## config.mk

```make
export PLATFORM = sky130hd
export DESIGN_NAME = snes_pad_reader
export DESIGN_NICKNAME = d
export VERILOG_FILES = /design/src/rtl/snes_pad_reader.sv
export SDC_FILE = /design/constraint.sdc
export NUM_CORES = 1
export LEC_CHECK = 0
export BUFFER_PORTS_ARGS = -buffer_cell sky130_fd_sc_hd__buf_2
export CAP_MARGIN = 10
export CORE_MARGIN = 5
export CORE_UTILIZATION = 40
export CTS_BUF_LIST = sky130_fd_sc_hd__clkbuf_4 sky130_fd_sc_hd__clkbuf_8
export DETAILED_ROUTE_END_ITERATION = 16
export MAX_ROUTING_LAYER = met4
export PLACE_DENSITY = 0.59
export SLEW_MARGIN = 40
export SYNTH_ARGS = -nofsm -noshare
export SYNTH_HDL_FRONTEND = slang
export SYNTH_SLANG_ARGS = --single-unit
```

## constraint.sdc

```tcl
create_clock -name clock -period 2.3 [get_ports clock]
set_input_delay 0.115 -clock clock [delete_from_list [all_inputs] [get_ports clock]]
set_output_delay 0.115 -clock clock [all_outputs]
set_load 0.01 [all_outputs]
```

## src/rtl/snes_pad_reader.sv

```systemverilog
`default_nettype none
// ============================================================================
// Module      : snes_pad_reader
// Description : Polls two SNES-style serial controllers at a fixed rate and
//               presents each pad's 16 button bits as a parallel word.
//               Generates the shared latch/clock strobes, synchronises the
//               asynchronous serial data lines and publishes both words
//               together with a one-cycle valid pulse at the end of a poll.
// Ports       : clock         - system clock
//               reset         - synchronous reset, active-high
//               pad_data[1:0] - serial data from pad 1 [0] / pad 2 [1],
//                               active-low, asynchronous
//               pad_latch     - latch strobe to both pads
//               pad_clk       - shift clock to both pads, idles high
//               p1_buttons    - pad 1 buttons, 1 = pressed, bit i = slot i
//               p2_buttons    - pad 2 buttons, same encoding
//               pads_present  - [n] set when pad n+1 read bits 15:12 released
//               buttons_valid - one-cycle pulse when the words update
// Revision    : 1.0 - initial release
// ============================================================================
module snes_pad_reader #(
    parameter int HALF_PERIOD  = 300,
    parameter int IDLE_PERIODS = 1333
) (
    input  logic        clock,
    input  logic        reset,
    input  logic [1:0]  pad_data,
    output logic        pad_latch,
    output logic        pad_clk,
    output logic [15:0] p1_buttons,
    output logic [15:0] p2_buttons,
    output logic [1:0]  pads_present,
    output logic        buttons_valid
);

    localparam int c_BIT_CYC  = 2 * HALF_PERIOD;
    localparam int c_IDLE_CYC = IDLE_PERIODS * c_BIT_CYC;
    localparam int c_CNT_MAX  = (c_IDLE_CYC > c_BIT_CYC) ? c_IDLE_CYC : c_BIT_CYC;
    localparam int c_CNT_W    = $clog2(c_CNT_MAX + 1);

    localparam logic [c_CNT_W-1:0] c_IDLE_LAST = c_CNT_W'(c_IDLE_CYC - 1);
    localparam logic [c_CNT_W-1:0] c_BIT_LAST  = c_CNT_W'(c_BIT_CYC - 1);
    localparam logic [c_CNT_W-1:0] c_LOW_LAST  = c_CNT_W'(HALF_PERIOD - 1);
    localparam logic [c_CNT_W-1:0] c_HALF      = c_CNT_W'(HALF_PERIOD);

    typedef enum logic [1:0] {
        S_IDLE  = 2'd0,
        S_LATCH = 2'd1,
        S_SHIFT = 2'd2,
        S_DONE  = 2'd3
    } state_t;

    state_t             r_state;
    logic [c_CNT_W-1:0] r_cnt;
    logic [3:0]         r_slot;
    logic [1:0]         r_sync1;
    logic [1:0]         r_sync2;
    logic [15:0]        r_shift_p1;
    logic [15:0]        r_shift_p2;
    logic               r_pad_latch;
    logic               r_pad_clk;
    logic [15:0]        r_p1_buttons;
    logic [15:0]        r_p2_buttons;
    logic [1:0]         r_pads_present;
    logic               r_buttons_valid;

    state_t             w_next_state;
    logic [c_CNT_W-1:0] w_next_cnt;
    logic [3:0]         w_next_slot;
    logic               w_capture;
    logic               w_publish;
    logic               w_next_latch;
    logic               w_next_pad_clk;

    always_comb begin
        w_next_state = r_state;
        w_next_cnt   = r_cnt + 1'b1;
        w_next_slot  = r_slot;
        w_capture    = 1'b0;
        case (r_state)
            S_IDLE: begin
                if (r_cnt == c_IDLE_LAST) begin
                    w_next_state = S_LATCH;
                    w_next_cnt   = '0;
                end
            end
            S_LATCH: begin
                if (r_cnt == c_BIT_LAST) begin
                    w_next_state = S_SHIFT;
                    w_next_cnt   = '0;
                    w_next_slot  = 4'd0;
                end
            end
            S_SHIFT: begin
                // Sample at the end of the low phase; the pad only moves to
                // the next bit on the following rising edge of pad_clk.
                w_capture = (r_cnt == c_LOW_LAST);
                if (r_cnt == c_BIT_LAST) begin
                    w_next_cnt = '0;
                    if (r_slot == 4'd15) begin
                        w_next_state = S_DONE;
                    end else begin
                        w_next_slot = r_slot + 4'd1;
                    end
                end
            end
            default: begin
                w_next_state = S_IDLE;
                w_next_cnt   = '0;
            end
        endcase

        // Outputs are decoded from the next state so that they are flops
        // aligned with the state they describe.
        w_publish      = (w_next_state == S_DONE);
        w_next_latch   = (w_next_state == S_LATCH);
        w_next_pad_clk = !((w_next_state == S_SHIFT) && (w_next_cnt < c_HALF));
    end

    always_ff @(posedge clock) begin
        if (reset) begin
            r_state         <= S_IDLE;
            r_cnt           <= '0;
            r_slot          <= 4'd0;
            r_sync1         <= 2'b11;
            r_sync2         <= 2'b11;
            r_shift_p1      <= 16'h0000;
            r_shift_p2      <= 16'h0000;
            r_pad_latch     <= 1'b0;
            r_pad_clk       <= 1'b1;
            r_p1_buttons    <= 16'h0000;
            r_p2_buttons    <= 16'h0000;
            r_pads_present  <= 2'b00;
            r_buttons_valid <= 1'b0;
        end else begin
            r_state     <= w_next_state;
            r_cnt       <= w_next_cnt;
            r_slot      <= w_next_slot;
            r_sync1     <= pad_data;
            r_sync2     <= r_sync1;
            r_pad_latch <= w_next_latch;
            r_pad_clk   <= w_next_pad_clk;
            if (w_capture) begin
                r_shift_p1[r_slot] <= ~r_sync2[0];
                r_shift_p2[r_slot] <= ~r_sync2[1];
            end
            if (w_publish) begin
                r_p1_buttons   <= r_shift_p1;
                r_p2_buttons   <= r_shift_p2;
                // A real pad always returns the four unused slots released;
                // a floating/pulled-low line reads them as pressed.
                r_pads_present <= {(r_shift_p2[15:12] == 4'b0000),
                                   (r_shift_p1[15:12] == 4'b0000)};
            end
            r_buttons_valid <= w_publish;
        end
    end

    assign pad_latch     = r_pad_latch;
    assign pad_clk       = r_pad_clk;
    assign p1_buttons    = r_p1_buttons;
    assign p2_buttons    = r_p2_buttons;
    assign pads_present  = r_pads_present;
    assign buttons_valid = r_buttons_valid;

endmodule
`default_nettype wire
```

---- Yosys cells after proc, flatten, opt, wreduce, memory -nomap -nowiden ----
Index checks and enable logic that the tools add are counted.
word-level totals
  logic and storage cells ................. 58
  bits in registers ....................... 99
  input port bits ......................... 4
  output and inout port bits .............. 37
cells by class
  magnitude comparators ................... 3
  add/subtract/negate cells ............... 2
  equal/unequal tests ..................... 12
  multiplexer cells ....................... 17
  reductions and logical operators ........ 9
  bitwise gates (word level) .............. 2
operators by type and width
  kind                                                               number
  2-to-1 mux 20 bit                                                  2
  case mux 20 bit (2 select lines)                                   1
  bitwise mux 16 bit                                                 2
  adder 20 x 1 -> 20 bit, second input constant                      1
  == test 20 x 10 -> 1 bit, second input constant                    1
  == test 20 bit, second input constant                              1
  == test 20 x 9 -> 1 bit, second input constant                     1
  < comparator 20 x 9 -> 1 bit, second input constant                1
  2-to-1 mux 4 bit                                                   3
  zero test 4 bit                                                    2
  2-to-1 mux 2 bit                                                   4
  case mux 4 bit (2 select lines)                                    1
  == test 2 bit, second input constant                               3
  != test 2 bit, second input constant                               3
  case mux 2 bit (3 select lines)                                    1
  < comparator 4 x 5 -> 1 bit, second input constant                 1
  adder 4 x 1 -> 4 bit, second input constant                        1
  demux 1 bit (select 4 bit)                                         1
  == test 2 x 1 -> 1 bit, second input constant                      2
  == test 4 bit, second input constant                               1
  greater-or-equal comparator 4 x 1 -> 1 bit, second input constant  1
  AND reduction 4 bit                                                1
  logical AND 1 bit                                                  2
  zero test 2 bit                                                    1
  other kinds (5)                                                    7

---- Logic depth before layout (Yosys ltp) ----
  word-level depth ........................ 7
  gate-level depth with buffers ........... 8
  gate-level depth less buffers ........... 8

---- Least setup slack after synthesis ----
Ideal clock, no wire load.
  path type ............................... register to register
  from .................................... register r_cnt[0]
  to ...................................... register r_p1_buttons[10] (netlist: p1_buttons[10])
  path buffers ............................ 1
  data required time ...................... 2234 ps
  cell stages (with the launch flop) ...... 9
  setup slack ............................. 92 ps
  period minus slack after synthesis ...... 2208 ps
  library setup time ...................... 66 ps
  data arrival time ....................... 2142 ps
  path through ............................ dfxtp_1 -> ha_1 -> nor4b_2 -> and3_1 -> a311oi_2 -> a2111oi_4 -> nand2_2 -> buf_6 -> a2bb2oi_2
on the way
  cells in the longest elaborated chain, start to end .. 4
  elaborated cells between the ends (all ways) .. 7
  those cells by class .................... eq/ne (3); mux (4)
ends and longest elaborated chain
  what                                                               line        RTL
  from (decl)                                                        54          logic [c_CNT_W-1:0] r_cnt;
  from (signal assigned)                                             137         r_cnt <= w_next_cnt;
  == test 20 x 10 -> 1 bit / == test 20 bit (equally long branches)  88, 98, 82
  2-to-1 mux 2 bit (on tied branches)                                98, 82, 88
  case mux 2 bit (3 select lines) (*)                                80          case (r_state)
  == test 2 bit (*)                                                  115         w_publish = (w_next_state == S_DONE);
  to (signal assigned)                                               148         r_p1_buttons <= r_shift_p1;
  to (decl)                                                          62          logic [15:0] r_p1_buttons;
Mark *: on every way between the ends. The rest lies on a longest branch, timed or not.
A chain may end at the register's enable or synchronous reset.

---- Worst setup path in the final report ----
  from .................................... register r_cnt[5]
  to ...................................... register r_p2_buttons[12] (netlist: p2_buttons[12])
on the way
  cells in the longest elaborated chain, start to end .. 4
  elaborated cells between the ends (all ways) .. 7
  those cells by class .................... eq/ne (3); mux (4)
ends and longest elaborated chain
  what                                                               line        RTL
  == test 20 x 10 -> 1 bit / == test 20 bit (equally long branches)  88, 98, 82
  2-to-1 mux 2 bit (on tied branches)                                98, 82, 88
  case mux 2 bit (3 select lines) (*)                                80
  == test 2 bit (*)                                                  115
  to (signal assigned)                                               149         r_p2_buttons <= r_shift_p2;
  to (decl)                                                          63          logic [15:0] r_p2_buttons;
Marks and branches as above.

==> run summary <==
Status
• status: finished clean

Pwr
• maximum ir drop on the vdd rail: 0.412 mV
• static leakage power: 2.26 nW
• power density over cell area: 543 mW/mm^2

Routing
• number of vias per cell: 5.25
• antenna violation net count after detailed routing: 0
• count of vias placed by the detailed router: 3839
• count of routing violations after the opening detailed-route iteration: 269
• first-pass detailed-route iteration total: 4
• WL/cell: 15.7 um
• remaining routing DRC violations: 0
• Total Wirelength: 11500 um

Worst setup path
• worst reg2reg endpoint: p2_buttons[12]
• CP cell instances: buf_4 -> nor4bb_1 -> and4b_1 -> buf_4 -> a211oi_2 -> a221oi_2 -> buf_6 -> clkbuf_16 -> o21ai_1 -> a21oi_1
• kind of launch point of the worst setup path: flip-flop
• Critical Path RT: 2610 ps
• Critical Path End Type: flip-flop
• logic depth of the worst path, buffers included: 10
• crit path from: r_cnt[5]
• origin of the critical flop-to-flop path: r_cnt[5]
• Crit Path Class: flip-flop to flip-flop
• crit path capture: p2_buttons[12]
• Slowest-stage cell, CP: nor4bb_1
• family with the most delay on the worst path: buffers and inverters
• Worst path most repeated cell: buf_4
• crit path max fanout: 8
• register-to-register path setup slack: 30 ps
• Worst Reg2Reg Path Length in Cells: 10
• Buffers & Inverters on Critical Path: 4
• arrival time worst endpoint: 2580 ps
• Largest stage delay, worst path: 360 ps

Clocking
• CTS sink cnt: 99
• source-to-sink clock delay at the later pin of the worst-skew pair: 380 ps
• TritonCTS clock tree: built
• H-tree lvl count: 3
• root buffer cell: clkbuf_8
• Num CTS Buffers: 9
• largest buffer count on any clock path: 2
• clock transition at the register clock pins on the worst setup and hold paths after CTS: 100 ps

Die
• standard-cell rows: 39
• chip width: 117 um
• I/O pins: 41
• Die Footprint: 0.0137 mm^2
• initial core utilization: 40.6%
• core area: 0.0113 mm^2
• Die Span Y: 117 um

Timing
• time the final worst path needs with I/O delays and setup: 2270 ps
• final setup skew: 14.1 ps
• number of failing setup endpoints in the final timing report: 0
• remaining max-slew budget at the tightest pin: 46.7%
• Max Transition Viols Final: 0
• fraction of the cycle the final worst path needs: 98.8%
• highest attainable clock frequency: 0.440 GHz
• unrepaired setup endpoints after global routing: true
• slew of the pin with the lowest slew margin: 800 ps
• worst setup slack after layout: 28.3 ps
• Hold Violations, Final: 0

Yosys
• leading area contributor after synthesis: dfxtp_1
• sequential cell area fraction in the yosys report: 43.1%
• total number of yosys warnings: 0
• synthesized instance count: 500
• post-synthesis sequential element count: 99
• number of distinct library cells after synthesis: 63
• share of the synthesized area in the top cell type: 43.1%
• mean area per synthesized cell: 9.19 um^2
• most frequently used flop master after synthesis: dfxtp_1
• net count of the mapped netlist: 514
• top post-synthesis cells by area: dfxtp_1 (43%), mux2i_1 (7.4%), nor2_1 (6.0%), nand3_1 (3.5%), a2bb2oi_2 (3.3%)
• Synth Cell Area: 0.00460 mm^2
• share of flip-flops with an asynchronous set or reset after synthesis: 0%
• EDFF count, synth: 0

Finish
• antenna fix cells: 0
• fraction of final layout cells sized beyond drive strength 1: 30.1%
• post-route design area: 0.00576 mm^2
• Area growth syn-to-layout: 25.3%
• final-stage net count: 597

Global route
• global-route usage over all layers: 17.8%
• aggregate global routing overflow: 0
• wire length of the first global-routing pass: 18700 um
• maximum number of pins on one net before global-route repair: 44
• number of global-route vias before repair: 3805
• antenna violations before repair: 0

Placed design
• post-DP HPWL: 8120 um
• number of buffers inserted by port buffering: 40
• Setup Slack @ Placement: -30.9 ps
• global placement routability congestion: 0.904
• area post-placement: 0.00528 mm^2

Run
• Max Cap Viol: 0

Min path
• depth of the worst hold-timing path: 2
• class of the most critical hold timing path: input pin to flip-flop

[area by class of cell]
cell class,count,area (um^2)
Sequential cell,99,1980
Clock buffer,9,124
Tap cell,143,179
Fill cell,1068,5560
Multi-Input combinational cell,351,2510
Inverter,14,52.6
Timing Repair Buffer,108,825
Clock inverter,7,82.6
[synthesized netlist by cell type (2+ instances only)]
| cell type | number |
|---|---|
| o21ai_1 | 20 |
| buf_4 | 3 |
| nand4b_1 | 2 |
| or2_2 | 4 |
| and2_1 | 3 |
| buf_6 | 5 |
| and3_1 | 7 |
| o21ai_2 | 2 |
| buf_2 | 11 |
| a211oi_1 | 2 |
| dfxtp_1 | 99 |
| mux2i_1 | 34 |
| nand2_1 | 9 |
| nand3b_1 | 2 |
| clkbuf_1 | 17 |
| nor4_1 | 4 |
| inv_1 | 14 |
| nand3_1 | 32 |
| nand4_1 | 11 |
| nand2b_1 | 15 |
| nor2_1 | 74 |
| o22ai_1 | 2 |
| a2bb2oi_1 | 4 |
| and4_1 | 5 |
| nor2b_1 | 2 |
| a221oi_1 | 2 |
| a21oi_1 | 29 |
| a211o_1 | 2 |
| nor3_1 | 8 |
| nand2_2 | 3 |
| xnor2_1 | 8 |
| o21ai_0 | 5 |
| or3_1 | 2 |
| xor2_1 | 11 |
| ha_1 | 10 |
| a2bb2oi_2 | 10 |
[sequential cells by signal (all words and copies together), names as in the netlist]
| name | count |
|---|---|
| buttons_valid | 1 |
| r_slot | 4 |
| p2_buttons | 16 |
| pad_latch | 1 |
| r_shift_p1 | 16 |
| r_sync2 | 2 |
| r_sync1 | 2 |
| r_state | 2 |
| r_shift_p2 | 16 |
| pads_present | 2 |
| p1_buttons | 16 |
| pad_clk | 1 |
| r_cnt | 20 |
[worst min path at each step]
stage | start | endpoint
5_1_grt | reset | r_shift_p1[8]
4_1_cts | reset | r_shift_p1[12]
3_5_place_dp | pad_data[1] | r_sync1[1]
6_report | reset | r_shift_p2[4]
2_1_floorplan | reset | r_state[1]
3_3_place_gp | pad_data[0] | r_sync1[0]
[what timing repair did]
action                                  CTS  global route
gates resized for setup                   3            31
pin swaps                                 0            16
endpoints found under the setup margin   20            63
hold buffers                              2             0
endpoints found under the hold margin     2             0
setup buffers                             2             4
cloned                                    0             2
[power by group]
| part | switching [mW] | internal [mW] | leakage (nW) |
|---|---|---|---|
| Combinational | 0.124 | 0.0816 | 1.36 |
| Sequential | 0.0115 | 1.73 | 0.799 |
| Clock | 0.660 | 0.522 | 0.104 |
| Total | 0.796 | 2.33 | 2.26 |
[per-stage QoR]
step | setup TNS [ps] | util, % | std cells | total power [mW] | hold slack [ps]
finish | 0 | 50.9 | 731 | 3.13 | 317
global route | -928 | 50.9 | 731 | 3.25 | 342
CTS | 0 | 48.9 | 725 | 3.14 | 296
detailed placement | -30.9 | 46.7 | 705 | 1.96 | 301
global placement | 0 | 46.7 | 705 | 1.96 | 301
floorplan | 0 | - | 500 | 1.91 | 188
[kinds of logic (layout without fill, tap and decap cells)]
logic type               Yosys count  in the layout  share of synthesized area, %
multiplexers                      34             34                          7.41
XOR/XNOR                          19             19                          3.62
AO/OA/AOI/OAI                     96             96                          16.0
AND/OR/NAND/NOR                  192            192                          21.7
flip-flops                        99             99                          43.1
buffers and inverters             50            138                          5.44
adder cells (fa/ha/maj)           10             10                          2.72
[cells in the final DEF, fill, tap and decap left out, drive strengths merged, types with 3 or more instances in the layout]
cell type / netlist / layout
nor3: 8 / 8
and4: 5 / 5
and3: 7 / 7
nand4: 11 / 11
a2bb2oi: 14 / 14
dfxtp: 99 / 99
mux2i: 34 / 34
buf: 19 / 104
ha: 10 / 10
o21ai: 28 / 28
nor2: 74 / 74
xor2: 11 / 11
a211oi: 3 / 3
nor4: 4 / 4
clkbuf: 17 / 11
inv: 14 / 17
xnor2: 8 / 8
or2: 4 / 4
and2: 3 / 3
a211o: 3 / 3
nand2: 12 / 12
nand2b: 15 / 15
a21oi: 29 / 29
nand3: 32 / 32
[routing by layer]
layer / vias up / wire, um / global-route usage (%)
met3: 21 / 362 / 3.50
met1: 1808 / 4990 / 20.9
met2: 77 / 5810 / 29.9
met4: 0 / 349 / 6.80
met5: - / 0 / -
li1: 1933 / - / -
Note: power is estimated with default switching activity, not from simulation.
